File: src/rtl/cpu_storage.sv
`default_nettype none
// ============================================================================
// Module   : cpu_storage
// Purpose  : Instruction ROM, 32x32 register file (x0 = 0) and 32x32 data RAM
//            for a single-cycle RV32I datapath. Optional macro
//            REGFILE_BYPASS_EN adds register write-through on the read ports.
// Revision : 1.0 - initial release
// ============================================================================
module cpu_storage #(
  parameter int DATA_W = 32,
  parameter int ADDR_W = 5
) (
  input  logic              clk,
  input  logic              rst_n,
  input  logic [ADDR_W-1:0] pc,
  output logic [DATA_W-1:0] instr,
  input  logic [ADDR_W-1:0] read_reg1,
  input  logic [ADDR_W-1:0] read_reg2,
  output logic [DATA_W-1:0] read_data1,
  output logic [DATA_W-1:0] read_data2,
  input  logic [ADDR_W-1:0] write_reg,
  input  logic [DATA_W-1:0] write_data,
  input  logic              write_enable,
  input  logic [ADDR_W-1:0] mem_addr,
  input  logic [DATA_W-1:0] mem_wdata,
  input  logic              mem_wren,
  output logic [DATA_W-1:0] mem_rdata
);

  localparam int              C_DEPTH = 1 << ADDR_W;
  localparam logic [DATA_W-1:0] C_NOP = DATA_W'(32'h0000_0013);

  logic [DATA_W-1:0] regs_q [C_DEPTH];
  logic [DATA_W-1:0] ram_q  [C_DEPTH];

  // Fixed boot program; any unlisted word is a nop.
  always_comb begin
    instr = C_NOP;
    case (pc)
      ADDR_W'(0): instr = DATA_W'(32'h0050_0093);
      ADDR_W'(1): instr = DATA_W'(32'h0070_0113);
      ADDR_W'(2): instr = DATA_W'(32'h0020_81B3);
      ADDR_W'(3): instr = DATA_W'(32'h0030_2223);
      ADDR_W'(4): instr = DATA_W'(32'h0040_2203);
      ADDR_W'(5): instr = DATA_W'(32'h0012_02B3);
      default:    instr = C_NOP;
    endcase
  end

  always_ff @(posedge clk or negedge rst_n) begin
    if (!rst_n) begin
      for (int i = 0; i < C_DEPTH; i++) begin
        regs_q[i] <= '0;
      end
    end else if (write_enable && (write_reg != '0)) begin
      regs_q[write_reg] <= write_data;
    end
  end

  always_ff @(posedge clk or negedge rst_n) begin
    if (!rst_n) begin
      for (int i = 0; i < C_DEPTH; i++) begin
        ram_q[i] <= '0;
      end
    end else if (mem_wren) begin
      ram_q[mem_addr] <= mem_wdata;
    end
  end

  always_comb begin
    read_data1 = regs_q[read_reg1];
`ifdef REGFILE_BYPASS_EN
    if (write_enable && (write_reg != '0) && (write_reg == read_reg1)) begin
      read_data1 = write_data;
    end
`endif
    if (read_reg1 == '0) begin
      read_data1 = '0;
    end
  end

  always_comb begin
    read_data2 = regs_q[read_reg2];
`ifdef REGFILE_BYPASS_EN
    if (write_enable && (write_reg != '0) && (write_reg == read_reg2)) begin
      read_data2 = write_data;
    end
`endif
    if (read_reg2 == '0) begin
      read_data2 = '0;
    end
  end

  assign mem_rdata = ram_q[mem_addr];

endmodule
`default_nettype wire

File: config.mk
export PLATFORM = sky130hd
export DESIGN_NAME = cpu_storage
export DESIGN_NICKNAME = d
export VERILOG_FILES = /design/src/rtl/cpu_storage.sv
export SDC_FILE = /design/constraint.sdc
export NUM_CORES = 2
export LEC_CHECK = 0
export CAP_MARGIN = 20
export CORE_ASPECT_RATIO = 2
export CORE_MARGIN = 3
export CORE_UTILIZATION = 60
export DETAILED_ROUTE_END_ITERATION = 12
export PLACE_DENSITY = 0.75
export SYNTH_ARGS = -nofsm -noshare
export SYNTH_HDL_FRONTEND = slang
export SYNTH_SLANG_ARGS = --single-unit
export TNS_END_PERCENT = 10
File: constraint.sdc
create_clock -name clk -period 3.2 [get_ports clk]
set_input_delay 0.64 -clock clk [delete_from_list [all_inputs] [get_ports clk]]
set_output_delay 0.64 -clock clk [all_outputs]
set_load 0.02 [all_outputs]
==> results.json <==
{
  "pin_count": 221,
  "hold_class": "in -> async",
  "post-place-ws_ns": -0.591,
  "p_per_area_nw_per_um2": 609,
  "rsz0062_at_grt": "true",
  "ys_seq_area_share_pct": 51.0,
  "place.gp.congestion": 0.909,
  "postRouteWirelength_mm": 315,
  "crit_type": "in -> out",
  "crit_path_end_kind": "output pin",
  "muxShareOfSynthArea_pct": 40.4,
  "final_common_cell": "dfrtp_1",
  "io_buffers": 199,
  "grt_max_degree": 150,
  "cts_tree": "built",
  "period_share_pct": 104,
  "core_sq_um": 166000,
  "worstSetupStartpointType": "input port",
  "grt_use_met2_pct": 61.5,
  "drc_errors": 0,
  "cts_root_buffer": "clkbuf_16",
  "synthSimpleGateAreaFrac_pct": 1.54,
  "drive_gt1_share_pct": 57.8,
  "yosysWarnings": 0,
  "drv_cap": 0,
  "cts_made_buffers": 188,
  "grt_first_pass_wirelength_mm": 458,
  "grtUsageMet1_pct": 41.4,
  "fin_cells": 9222,
  "clk_pin_slew_ns": 0.06,
  "placedCellCount": 8792,
  "synthAdderAreaFrac_pct": 0,
  "worstPathMaxFanout": 10,
  "p_leak_nw": 51.7,
  "tns_ns": -2.11,
  "tightest_slew_ns": 1.14,
  "synth_edf_count": 0,
  "violations": "negative setup slack",
  "dr.pass1.iters": 6,
  "skew_ns": 0,
  "final_cell_mix": "2048 x dfrtp_1, 2025 x mux2_2, 704 x mux4_2",
  "clk_latency_ns": 0.81,
  "finalCriticalPeriod_ns": 3.32,
  "die_w_um": 295,
  "synth_compound_area_share_pct": 3.58,
  "antenna_found_initial": 12,
  "initial_utilization_pct": 60.6,
  "max_freq_mhz": 301,
  "use_met3_pct": 6.38,
  "dpl.hpwl_mm": 199,
  "vias": 64600,
  "hold_violations": 0,
  "grt_usage_pct": 36.4,
  "hold_ws_ns": 0.345,
  "ys_ff_latch": 2048,
  "async_flop_share_pct": 100,
  "synth_ff_type": "dfrtp_1",
  "cp_data_arrival_time_ns": 2.68,
  "gr-max-usage-layer": "met2",
  "maxSlewHeadroom_pct": 23.9,
  "syn_area_sq_um": 101000,
  "final-max-slew-violation-count": 0,
  "timing.final.ws_setup_ns": -0.124,
  "ant_nets": 0,
  "grt_pass1_vias": 69600,
  "outcome": "complete, but fails checks",
  "setup-violations-final": 46,
  "routedWlPerCell_um": 34.1,
  "clock_path_buffers": 4,
  "synthCells": 6478,
  "area_delta_synth_final_pct": 17.2,
  "yosysUniqueCellTypes": 48,
  "synth_top_family_by_area": "multiplexers",
  "rows": 211,
  "ir_worst_vdd_v": 0.000580,
  "drt_iter0_drc": 5201,
  "drt-vias-per-instance": 7.00,
  "h-tree-depth": 4,
  "syn_avg_cell_area_sq_um": 15.5,
  "synth_xor_area_share_pct": 0.00871,
  "cp.required_ns": 2.56,
  "nets": 7046,
  "die-area_sq_um": 173000,
  "grt_overflow": 0,
  "clock_sinks": 2048,
  "fp.dieH_um": 585
}
==> flip-flops by register name, summed over array words and instances, names as in the netlist <==
name    cells
ram_q    1024
regs_q   1024
==> power breakdown <==
group,internal [W],switching (W),total (W)
Sequential,0.0309,0.00328,0.0341
Combinational,0.00867,0.00590,0.0146
Clock,0.0130,0.00996,0.0230
Total,0.0526,0.0191,0.0717
==> cells by family (layout without fill, tap and decap cells) <==
logic type	Yosys count	count (layout)
XOR/XNOR	1	1
AO/OA/AOI/OAI	495	495
AND/OR/NAND/NOR	280	280
buffers and inverters	740	1326
flip-flops	2048	2048
multiplexers	2912	2912
other	2	30
==> cell type report <==
type / instances / area, sq um
Clock inverter: 51 / 692
Sequential cell: 2048 / 51200
Tap cell: 2130 / 2670
Fill cell: 10700 / 48000
Timing Repair Buffer: 1002 / 11000
Multi-Input combinational cell: 3709 / 46800
Clock buffer: 269 / 5410
Inverter: 4 / 18.8
Antenna cell: 9 / 22.5
==> cells in the mapped netlist, types with 4 or more instances <==
master,instances,area [sq um]
a211oi_1,64,480
nand3_1,7,35.0
mux2_2,2028,22800
mux2_1,52,586
nor3_1,6,30.0
nor2_4,8,90.1
nand2_1,69,259
or2_2,4,25.0
inv_1,4,15.0
buf_6,4,45.0
nand4_1,33,206
buf_1,8,30.0
mux2i_1,128,1280
mux4_2,704,15900
buf_4,117,878
nand2b_1,6,37.5
and2_1,4,25.0
nor2_1,40,150
o2111ai_1,20,175
a311oi_1,64,561
o21ai_0,108,541
dfrtp_1,2048,51200
nor2_2,8,50.1
buf_2,230,1150
a221oi_1,44,385
clkbuf_1,376,1410
nor2b_1,75,469
a22oi_1,192,1440
==> per-stage QoR <==
step | utilization [%] | power (W) | area (sq um)
2_1_floorplan | - | 0.0432 | 101000
3_3_place_gp | 66.1 | 0.0475 | 110000
3_5_place_dp | 66.1 | 0.0485 | 110000
4_1_cts | 70.4 | 0.0715 | 117000
5_1_grt | 71.0 | 0.0742 | 118000
6_report | 71.1 | 0.0717 | 118000
==> critical path, cell delays in order <==
cell	delay [ns]
buf_16	0.14
buf_4	0.18
nor2_1	0.32
buf_12	0.20
buf_4	0.17
a22oi_1	0.11
buf_4	0.17
a311oi_1	0.38
buf_4	0.19
buf_4	0.14
==> layer usage <==
layer | up-vias | routed length [um]
li1 | 25600 | -
met1 | 34600 | 107000
met2 | 3093 | 159000
met3 | 1316 | 21100
met4 | 8 | 28100
met5 | - | 58
==> path summary, 6_finish.rpt <==
| kind | endpoint | slack, ns | start | depth (start not counted) |
|---|---|---|---|---|
| max in group asynchronous | ram_q[773] | 1.49 | rst_n | 3 |
| setup / recovery | read_data1[18] | -0.12 | read_reg1[0] | 10 |
| hold / removal | regs_q[885] | 0.35 | rst_n | 2 |
| hold reg to reg | regs_q[997] | 0.39 | regs_q[997] | 0 |
| min in group clk | regs_q[997] | 0.39 | regs_q[997] | 0 |
| setup reg to reg | ram_q[220] | 2.36 | ram_q[220] | 1 |
==> repair_timing <==
action	4_1_cts	5_1_grt
setup endpoints to repair	95	83
gates cloned	1	7
gates resized for setup	366	99
hold endpoints to repair	26	0
setup buffers	16	75
pin swaps	27	15
hold buffers	1	0
(Power assumes the default switching activity.)
